**src/rtl/binarizer_adaptive_if.sv**
```systemverilog
//------------------------------------------------------------------------------
// binarizer_adaptive_if
// Grey-in / bit-out video stream bundle for the adaptive binarizer.
// Revision: 1.0
//------------------------------------------------------------------------------
`timescale 1ns/1ps
`default_nettype none

interface binarizer_adaptive_if #(
    parameter int DATA_W = 8
);
    logic              pre_vs;
    logic              pre_de;
    logic [DATA_W-1:0] pre_data;
    logic              post_vs;
    logic              post_de;
    logic              post_bit;

    modport master (
        output pre_vs, pre_de, pre_data,
        input  post_vs, post_de, post_bit
    );

    modport slave (
        input  pre_vs, pre_de, pre_data,
        output post_vs, post_de, post_bit
    );
endinterface

`default_nettype wire

```
**src/rtl/binarizer_adaptive.sv**
```systemverilog
//------------------------------------------------------------------------------
// binarizer_adaptive
// Grey-to-binary stage with fixed/inverted/window/auto modes. Auto mode
// (macro BINARIZER_AUTO_EN) thresholds on the previous frame mean plus offset.
// Revision: 1.0
//------------------------------------------------------------------------------
`timescale 1ns/1ps
`default_nettype none

module binarizer_adaptive #(
    parameter int DATA_W = 8,
    parameter int CNT_W  = 22
) (
    input  wire logic              clk,
    input  wire logic              rst_n,
    input  wire logic              en,
    input  wire logic [1:0]        mode,
    input  wire logic [DATA_W-1:0] thr_lo,
    input  wire logic [DATA_W-1:0] thr_hi,
    input  wire logic [DATA_W:0]   offset,
    binarizer_adaptive_if.slave    vid,
    output logic [DATA_W-1:0]      auto_thr
);

    localparam logic [DATA_W-1:0] c_mean_rst = DATA_W'(1 << (DATA_W - 1));

    logic [DATA_W-1:0] r_s1_data;
    logic              r_s1_vs;
    logic              r_s1_de;
    logic [1:0]        r_s1_mode;
    logic [DATA_W-1:0] r_s1_lo;
    logic [DATA_W-1:0] r_s1_hi;
    logic              r_s2_vs;
    logic              r_s2_de;
    logic              r_s2_bit;
    logic              w_bit;
    logic [DATA_W-1:0] w_cmp_thr;

    always_ff @(posedge clk or negedge rst_n) begin
        if (!rst_n) begin
            r_s1_data <= '0;
            r_s1_vs   <= 1'b0;
            r_s1_de   <= 1'b0;
            r_s1_mode <= 2'b00;
            r_s1_lo   <= '0;
            r_s1_hi   <= '0;
            r_s2_vs   <= 1'b0;
            r_s2_de   <= 1'b0;
            r_s2_bit  <= 1'b0;
        end else begin
            r_s1_data <= vid.pre_data;
            r_s1_vs   <= vid.pre_vs;
            r_s1_de   <= vid.pre_de;
            r_s1_mode <= mode;
            r_s1_lo   <= thr_lo;
            r_s1_hi   <= thr_hi;
            r_s2_vs   <= r_s1_vs;
            r_s2_de   <= r_s1_de;
            r_s2_bit  <= w_bit;
        end
    end

    always_comb begin
        w_bit = 1'b0;
        case (r_s1_mode)
            2'b00:   w_bit = (r_s1_data > r_s1_hi);
            2'b01:   w_bit = (r_s1_data <= r_s1_hi);
            2'b10:   w_bit = (r_s1_lo <= r_s1_hi) && (r_s1_data >= r_s1_lo) &&
                             (r_s1_data <= r_s1_hi);
            default: w_bit = (r_s1_data > w_cmp_thr);
        endcase
    end

    // Bypass is purely combinational; the pipeline keeps running underneath.
    assign vid.post_vs  = en ? r_s2_vs  : vid.pre_vs;
    assign vid.post_de  = en ? r_s2_de  : vid.pre_de;
    assign vid.post_bit = en ? r_s2_bit : 1'b0;

`ifdef BINARIZER_AUTO_EN

    localparam int                c_sum_w    = DATA_W + CNT_W;
    localparam int                c_bit_w    = $clog2(DATA_W);
    localparam logic [CNT_W-1:0]  c_cnt_max  = '1;
    localparam logic [c_bit_w-1:0] c_last_bit = c_bit_w'(DATA_W - 1);

    typedef enum logic [1:0] {
        S_IDLE = 2'd0,
        S_LOAD = 2'd1,
        S_BUSY = 2'd2,
        S_DONE = 2'd3
    } state_t;

    state_t             r_state;
    logic [DATA_W:0]    r_s1_offset;
    logic [c_sum_w-1:0] r_sum;
    logic [CNT_W-1:0]   r_cnt;
    logic               r_ovf;
    logic [c_sum_w-1:0] r_div_sum;
    logic [CNT_W-1:0]   r_div_cnt;
    logic [CNT_W-1:0]   r_rem;
    logic [DATA_W-1:0]  r_quo;
    logic [c_bit_w-1:0] r_bits;
    logic [DATA_W-1:0]  r_mean;

    logic               w_vs_rise;
    logic               w_frame_ok;
    logic [CNT_W:0]     w_trial;
    logic [CNT_W:0]     w_diff;
    logic               w_qbit;
    logic [CNT_W-1:0]   w_rem_next;
    logic               w_rem_unused;

    function automatic logic [DATA_W-1:0] sat_thr(input logic [DATA_W-1:0] m,
                                                  input logic [DATA_W:0]   off);
        logic signed [DATA_W+1:0] s;
        s = $signed({2'b00, m}) + $signed({off[DATA_W], off});
        if (s[DATA_W+1])
            return '0;
        else if (s[DATA_W])
            return '1;
        else
            return s[DATA_W-1:0];
    endfunction

    assign w_vs_rise  = vid.pre_vs & ~r_s1_vs;
    assign w_frame_ok = (r_cnt != '0) && !r_ovf;
    assign w_cmp_thr  = sat_thr(r_mean, r_s1_offset);
    assign auto_thr   = sat_thr(r_mean, offset);

    // Remainder starts at sum>>DATA_W, which is always below cnt because the
    // mean fits in DATA_W bits; only DATA_W restoring steps are then needed.
    assign w_trial = {r_rem, r_quo[DATA_W-1]};
    assign w_diff  = w_trial - {1'b0, r_div_cnt};
    assign w_qbit  = (w_trial >= {1'b0, r_div_cnt});
    assign {w_rem_unused, w_rem_next} = w_qbit ? w_diff : w_trial;

    always_ff @(posedge clk or negedge rst_n) begin
        if (!rst_n)
            r_s1_offset <= '0;
        else
            r_s1_offset <= offset;
    end

    always_ff @(posedge clk or negedge rst_n) begin
        if (!rst_n) begin
            r_sum <= '0;
            r_cnt <= '0;
            r_ovf <= 1'b0;
        end else if (w_vs_rise) begin
            r_sum <= '0;
            r_cnt <= '0;
            r_ovf <= 1'b0;
        end else if (vid.pre_de) begin
            if (r_cnt == c_cnt_max) begin
                r_ovf <= 1'b1;
            end else begin
                r_cnt <= r_cnt + CNT_W'(1);
                r_sum <= r_sum + c_sum_w'(vid.pre_data);
            end
        end
    end

    always_ff @(posedge clk or negedge rst_n) begin
        if (!rst_n) begin
            r_state   <= S_IDLE;
            r_div_sum <= '0;
            r_div_cnt <= '0;
            r_rem     <= '0;
            r_quo     <= '0;
            r_bits    <= '0;
            r_mean    <= c_mean_rst;
        end else if (w_vs_rise) begin
            // Latest frame wins: any divide in flight is dropped.
            if (w_frame_ok) begin
                r_div_sum <= r_sum;
                r_div_cnt <= r_cnt;
                r_state   <= S_LOAD;
            end else begin
                r_state   <= S_IDLE;
            end
        end else begin
            case (r_state)
                S_LOAD: begin
                    r_rem   <= r_div_sum[c_sum_w-1:DATA_W];
                    r_quo   <= r_div_sum[DATA_W-1:0];
                    r_bits  <= '0;
                    r_state <= S_BUSY;
                end
                S_BUSY: begin
                    r_rem  <= w_rem_next;
                    r_quo  <= {r_quo[DATA_W-2:0], w_qbit};
                    r_bits <= r_bits + c_bit_w'(1);
                    if (r_bits == c_last_bit)
                        r_state <= S_DONE;
                end
                S_DONE: begin
                    if (!vid.pre_de) begin
                        r_mean  <= r_quo;
                        r_state <= S_IDLE;
                    end
                end
                default: r_state <= S_IDLE;
            endcase
        end
    end

`else

    logic w_unused_offset;

    assign w_cmp_thr       = r_s1_hi;
    assign auto_thr        = c_mean_rst;
    assign w_unused_offset = ^offset;

`endif

endmodule

`default_nettype wire

```
**src/flat_wrapper.sv**
```systemverilog
// flat-port wrapper written by rule: the top's interface ports become plain ports
module binarizer_adaptive_flat 
#(
    parameter int DATA_W = 8,
    parameter int CNT_W  = 22
)
  (clk, rst_n, en, mode, thr_lo, thr_hi, offset, auto_thr, vid_pre_vs, vid_pre_de, vid_pre_data, vid_post_vs, vid_post_de, vid_post_bit);
  binarizer_adaptive_if #(.DATA_W(DATA_W)) vid_i ();
  input  wire logic clk;
  input  wire logic rst_n;
  input  wire logic en;
  input  wire logic [1:0] mode;
  input  wire logic [DATA_W-1:0] thr_lo;
  input  wire logic [DATA_W-1:0] thr_hi;
  input  wire logic [DATA_W:0] offset;
  output logic [DATA_W-1:0] auto_thr;
  input wire logic [$bits(vid_i.pre_vs)-1:0] vid_pre_vs;
  input wire logic [$bits(vid_i.pre_de)-1:0] vid_pre_de;
  input wire logic [$bits(vid_i.pre_data)-1:0] vid_pre_data;
  output wire logic [$bits(vid_i.post_vs)-1:0] vid_post_vs;
  output wire logic [$bits(vid_i.post_de)-1:0] vid_post_de;
  output wire logic [$bits(vid_i.post_bit)-1:0] vid_post_bit;
  assign vid_i.pre_vs = vid_pre_vs;
  assign vid_i.pre_de = vid_pre_de;
  assign vid_i.pre_data = vid_pre_data;
  assign vid_post_vs = vid_i.post_vs;
  assign vid_post_de = vid_i.post_de;
  assign vid_post_bit = vid_i.post_bit;
  binarizer_adaptive #(.DATA_W(DATA_W), .CNT_W(CNT_W)) u_core (.clk(clk), .rst_n(rst_n), .en(en), .mode(mode), .thr_lo(thr_lo), .thr_hi(thr_hi), .offset(offset), .vid(vid_i), .auto_thr(auto_thr));
endmodule
```
**config.mk**
```make
export PLATFORM = sky130hd
export DESIGN_NAME = binarizer_adaptive_flat
export DESIGN_NICKNAME = d
export VERILOG_FILES = /design/src/rtl/binarizer_adaptive_if.sv /design/src/rtl/binarizer_adaptive.sv /design/src/flat_wrapper.sv
export SDC_FILE = /design/constraint.sdc
export NUM_CORES = 1
export LEC_CHECK = 0
export CELL_PAD_IN_SITES_DETAIL_PLACEMENT = 0
export CELL_PAD_IN_SITES_GLOBAL_PLACEMENT = 1
export CORE_MARGIN = 2
export CORE_UTILIZATION = 37
export DETAILED_ROUTE_END_ITERATION = 16
export PLACE_DENSITY_LB_ADDON = 0.3
export SETUP_SLACK_MARGIN = 0.3
export SYNTH_ARGS = -nofsm -noshare
export SYNTH_HDL_FRONTEND = slang
export SYNTH_SLANG_ARGS = --single-unit
export TNS_END_PERCENT = 5
```
**constraint.sdc**
```tcl
create_clock -name clk -period 3.7 [get_ports clk]
set_input_delay 0.555 -clock clk [delete_from_list [all_inputs] [get_ports clk]]
set_output_delay 0.555 -clock clk [all_outputs]
set_load 0.02 [all_outputs]
```
== Word level (Yosys, flattened, before mapping) ==
Index checks and enable logic that the tools add are counted.

* Logic and storage cells: 21
* ROM bits: 0
* Register bits: 31
* Memories: 0
* Output and inout bits: 11
* RAM bits: 0
* Bits in latches: 0

* Div/mod/pow operators: 0
* Multiply operators: 0
* Add/sub/neg operators: 0
* Shifts and indexed selects: 0
* $lt $le $gt $ge: 4
* Reduce and logical (&&, ||, !) cells: 2
* Multiplexer cells: 4
* Equality and inequality tests: 2
* Bitwise logic cells: 0

{| class="wikitable"
|+ Operators by type and width
! operator !! count
|-
| <= comparator 8 bit || 2
|-
| greater-or-equal comparator 8 bit || 1
|-
| greater-than comparator 8 bit || 1
|-
| two-way mux 1 bit || 3
|-
| equality test 2 x 1 -> 1 bit (second input constant) || 1
|-
| equality test 2 bit (second input constant) || 1
|-
| logical AND 1 bit || 2
|-
| case mux 1 bit (2 select lines) || 1
|}

== Logic depth before layout (Yosys ltp) ==
* Depth after elaboration: 4
* Mapped depth: 7
* Depth with buffers taken out: 7

== Worst setup path before layout ==
Ideal clock, no wire load.

* Kind: reg-to-reg
* Start: reg u_core.r_s1_data[2]
* End: reg u_core.r_s2_bit
* Data arrival time: 1539 ps
* Cell stages (with the launch flop): 7
* Slack: 2035 ps
* Library setup time: 126 ps
* Path through: dfrtp_1 -> ha_1 -> a21o_1 -> a221o_1 -> a21oi_2 -> o22ai_1 -> o32a_1

* Cells in the longest elaborated chain, start to end: 4
* Elaborated cells on any way between the ends: 6
* Classes of those cells: 3 x order compare; 1 x mux; 2 x reduce/logical

{| class="wikitable"
|+ Ends and longest elaborated chain
! what !! line !! RTL
|-
| start, declared || binarizer_adaptive.sv:27 || <nowiki>logic [DATA_W-1:0] r_s1_data;</nowiki>
|-
| start signal, assigned || binarizer_adaptive.sv:51 || <nowiki>r_s1_data <= vid.pre_data;</nowiki>
|-
| greater-or-equal comparator 8 bit || binarizer_adaptive.sv:68 || <nowiki>2'b10: w_bit = (r_s1_lo <= r_s1_hi) && (r_s1_data >= r_s1_lo) &&</nowiki>
|-
| logical AND 1 bit (2 in a row) || binarizer_adaptive.sv:68 ||
|-
| case mux 1 bit (2 select lines) * || binarizer_adaptive.sv:65 || <nowiki>case (r_s1_mode)</nowiki>
|-
| net u_core.w_bit || binarizer_adaptive.sv:36 || <nowiki>logic w_bit;</nowiki>
|-
| end signal, assigned || binarizer_adaptive.sv:59 || <nowiki>r_s2_bit <= w_bit;</nowiki>
|-
| end, declared || binarizer_adaptive.sv:35 || <nowiki>logic r_s2_bit;</nowiki>
|}

Mark *: on every way through the listed nets, which the timed path passes. The rest lies on a longest branch.

== Final worst setup path ==
* Start: in en
* End: out vid_post_de

* Cells in the longest elaborated chain, start to end: 1

{| class="wikitable"
|+ Ends and longest elaborated chain
! what !! line !! RTL
|-
| start, declared || flat_wrapper.sv:11 || <nowiki>input wire logic en;</nowiki>
|-
| two-way mux 1 bit || binarizer_adaptive.sv:76 || <nowiki>assign vid.post_de = en ? r_s2_de : vid.pre_de;</nowiki>
|-
| end, declared || flat_wrapper.sv:21 || <nowiki>output wire logic [$bits(vid_i.post_de)-1:0] vid_post_de;</nowiki>
|}

No other way between the ends.

==> flow_summary.toml <==
[setup_path]
path_buf_inv = 2
endpoint_kind = "primary output"
cp.required_ns = 3.14
path_cells = "clkdlybuf4s50_1, mux2_2, clkdlybuf4s50_1"
cp_top_family = "buffers and inverters"
critPathMaxStageDelay_ns = 0.54
critPathLaunchType = "input pin"
r2r-end = "u_core.r_s2_bit"
path_common_cell = "clkdlybuf4s50_1"
critPathKind = "input pin to primary output"
critPathMaxFanout = 3
arrival_ns = 1.95
r2r_start = "u_core.r_s1_hi[2]"
r2r_setup_slack_ns = 1.91
reg2reg_depth = 7
critPathSlowestCell = "clkdlybuf4s50_1"

[sta]
rsz0062_at_grt = "no"
fmax_mhz = 398
finalCritPeriodShare_pct = 67.8
fin_skew_ns = 0.00331
finalSetupViolCount = 0
drv_slew = 0
hold_viol_final = 0
hold_slack_ns = 0.359
fin_tns_setup_ns = 0
min_period_ns = 2.51
finalWorstSetupSlack_ns = 1.19

[placed_design]
placed_area_um2 = 1860
hpwl_mm = 1.89
placement.io_buffers = 33
gp_congestion = 0.753
dp_slack_ns = 1.18
dp.cells = 208

[floorplan]
start_util_pct = 37.9
die_w_um = 67.6
die_h_um = 67.6
row_count = 23
core-area_um2 = 3940
io_pins = 51
die_area_um2 = 4570

[hold_path]
min_path_cells = 0
worstHoldPathType = "flop to flop"
hp-start = "u_core.r_s1_vs"
min_to = "u_core.r_s2_vs"

[cells_and_area]
fillers = 356
nets = 231
diodes = 0
area_delta_synth_final_pct = 33.1
fin_cells = 216
stdcell_area_um2 = 1990
layout-drive-gt1-share_pct = 6.63

[logic_synthesis]
synth.avg_cell_area_um2 = 11.9
synthesis.area_um2 = 1500
synthTopCellsByArea = "dfrtp_1 52%, ha_1 22%, inv_1 5.3%, buf_4 4.0%, a21oi_1 1.7%"
yosysMostFrequentCell = "dfrtp_1"
synth_common_cells = "31 x dfrtp_1, 26 x ha_1, 21 x inv_1, 8 x buf_4"
ys_types = 28
yosysTopAreaCell = "dfrtp_1"
synth-edff-count = 0
synthArstFlopShare_pct = 100
ys_ff_latch = 31
ys.flop_type = "dfrtp_1"
synth_top_area_share_pct = 51.9
syn_inst = 126
seq_area_frac_synth_pct = 51.9
yosysWarnings = 0

[pwr]
pwr-share-seq_pct = 42.0
power.leakage_nw = 0.989
p_per_area_nw_per_um2 = 437
p_int_w = 0.000691
combPwrFrac_pct = 13.6
power.switching_w = 0.000180
p_clk_share_pct = 44.3
peakVddDrop_mv = 0.245
swShare_pct = 20.7

[global_routing]
grt-ovfl-total = 0
grtUsageTotal_pct = 12.3
grt_pass1_vias = 978
grt_pass1_wl_mm = 4.07
grt_max_degree = 32
antenna_found_initial = 0

[detailed_routing]
wl_per_cell_um = 10.9
detail-route-antenna-nets = 0
dr.pass1.iters = 4
drc = 0
vias = 965
viasPerCell = 4.47
wl_mm = 2.36
drtIter0Drc = 39

[clocking]
h-tree-depth = 2
cts_tree = "yes"
clock_sinks = 31
ctsRootBufferMaster = "clkbuf_8"
cts_buffers = 5
clk_latency_ns = 0.27
clk_pin_slew_worst_paths_ns = 0.06
post_cts_buffers = 0
clk_path_buf_depth = 2
cts_hold_buf = 0
cts_resized = 0

[flow_run]
max_cap_viol_count = 0

[outcome]
status = "finished, final reports clean"
==> cell usage in the layout (no fill, tap or decap), types with 2 or more instances in the layout <==
cell type and instances:
a21o_1 2, a21oi_1 5, and3_1 3, bufinv_16 2, clkbuf_8 5, clkdlybuf4s50_1 33
conb_1 8, dfrtp_1 31, ha_1 26, inv_1 21, mux2_2 2, nand2_1 5
nand2b_1 2, nor2_1 3
==> metrics by stage <==
step,total power [W],utilization (%)
floorplan,0.000439,-
global placement,0.000491,47.1
detailed placement,0.000492,47.1
CTS,0.000885,50.5
global route,0.000917,50.5
finish,0.000871,50.5
==> flip-flops by register name (all words and copies together), names as in the netlist <==
register,count
u_core.r_s1_mode,2
u_core.r_s1_hi,8
u_core.r_s2_bit,1
u_core.r_s2_de,1
u_core.r_s1_lo,8
u_core.r_s1_de,1
u_core.r_s1_vs,1
u_core.r_s1_data,8
u_core.r_s2_vs,1
==> cells by family after synthesis <==
family | count (synthesis) | share of synthesized area (%)
muxes | 2 | 1.51
adders and majority gates | 26 | 21.8
and+or+nand+nor | 16 | 5.36
buffers and inverters | 29 | 9.29
other | 2 | 0.502
DFF | 31 | 51.9
AOI/OAI and AO/OA | 20 | 9.71
==> how the worst max path moves through the flow <==
stage	from	endpoint	cells after the start	slack (ns)
3_3_place_gp	en	vid_post_de	3	1.22
2_1_floorplan	u_core.r_s1_data[2]	u_core.r_s2_bit	6	2.04
4_1_cts	en	vid_post_de	3	1.17
5_1_grt	en	vid_post_vs	3	1.14
6_report	en	vid_post_de	3	1.19
3_5_place_dp	en	vid_post_vs	3	1.18
==> layer usage <==
layer	vias to the layer above	share of wire, %	GRT usage (%)
li1	485	-	-
met1	444	46	15.7
met2	32	46	18.1
met3	4	6.6	4.67
met4	0	1.4	6.12
met5	-	0	0
==> worst reg2reg max path, stage by stage, from the launching register on <==
cell and delay, ns:
dfrtp_1 0.35, inv_1 0.09, ha_1 0.25, a21o_1 0.19, a221o_1 0.36, a21oi_2 0.16, o22ai_1 0.09, o32a_1 0.18
==> power groups by stage <==
stage	sequential, W	clock, W	combinational, W
after global routing	0.000368	0.000413	0.000136
after CTS	0.000366	0.000397	0.000122
after detailed placement	0.000372	0	0.000120
final	0.000366	0.000386	0.000119
after global placement	0.000372	0	0.000119
after floorplan	0.000370	0	0.0000690
==> final cells by class <==
class / count / area (um2) / area share [%]
Clock buffer: 6 / 72.6 / 3.65
Sequential cell: 31 / 776 / 39.0
Multi-Input combinational cell: 72 / 603 / 30.3
Clock inverter: 2 / 60.1 / 3.02
Inverter: 21 / 78.8 / 3.96
Timing Repair Buffer: 34 / 338 / 17.0
Tap cell: 50 / 62.6 / 3.14
No activity file was read; power rests on OpenSTA's default activity.
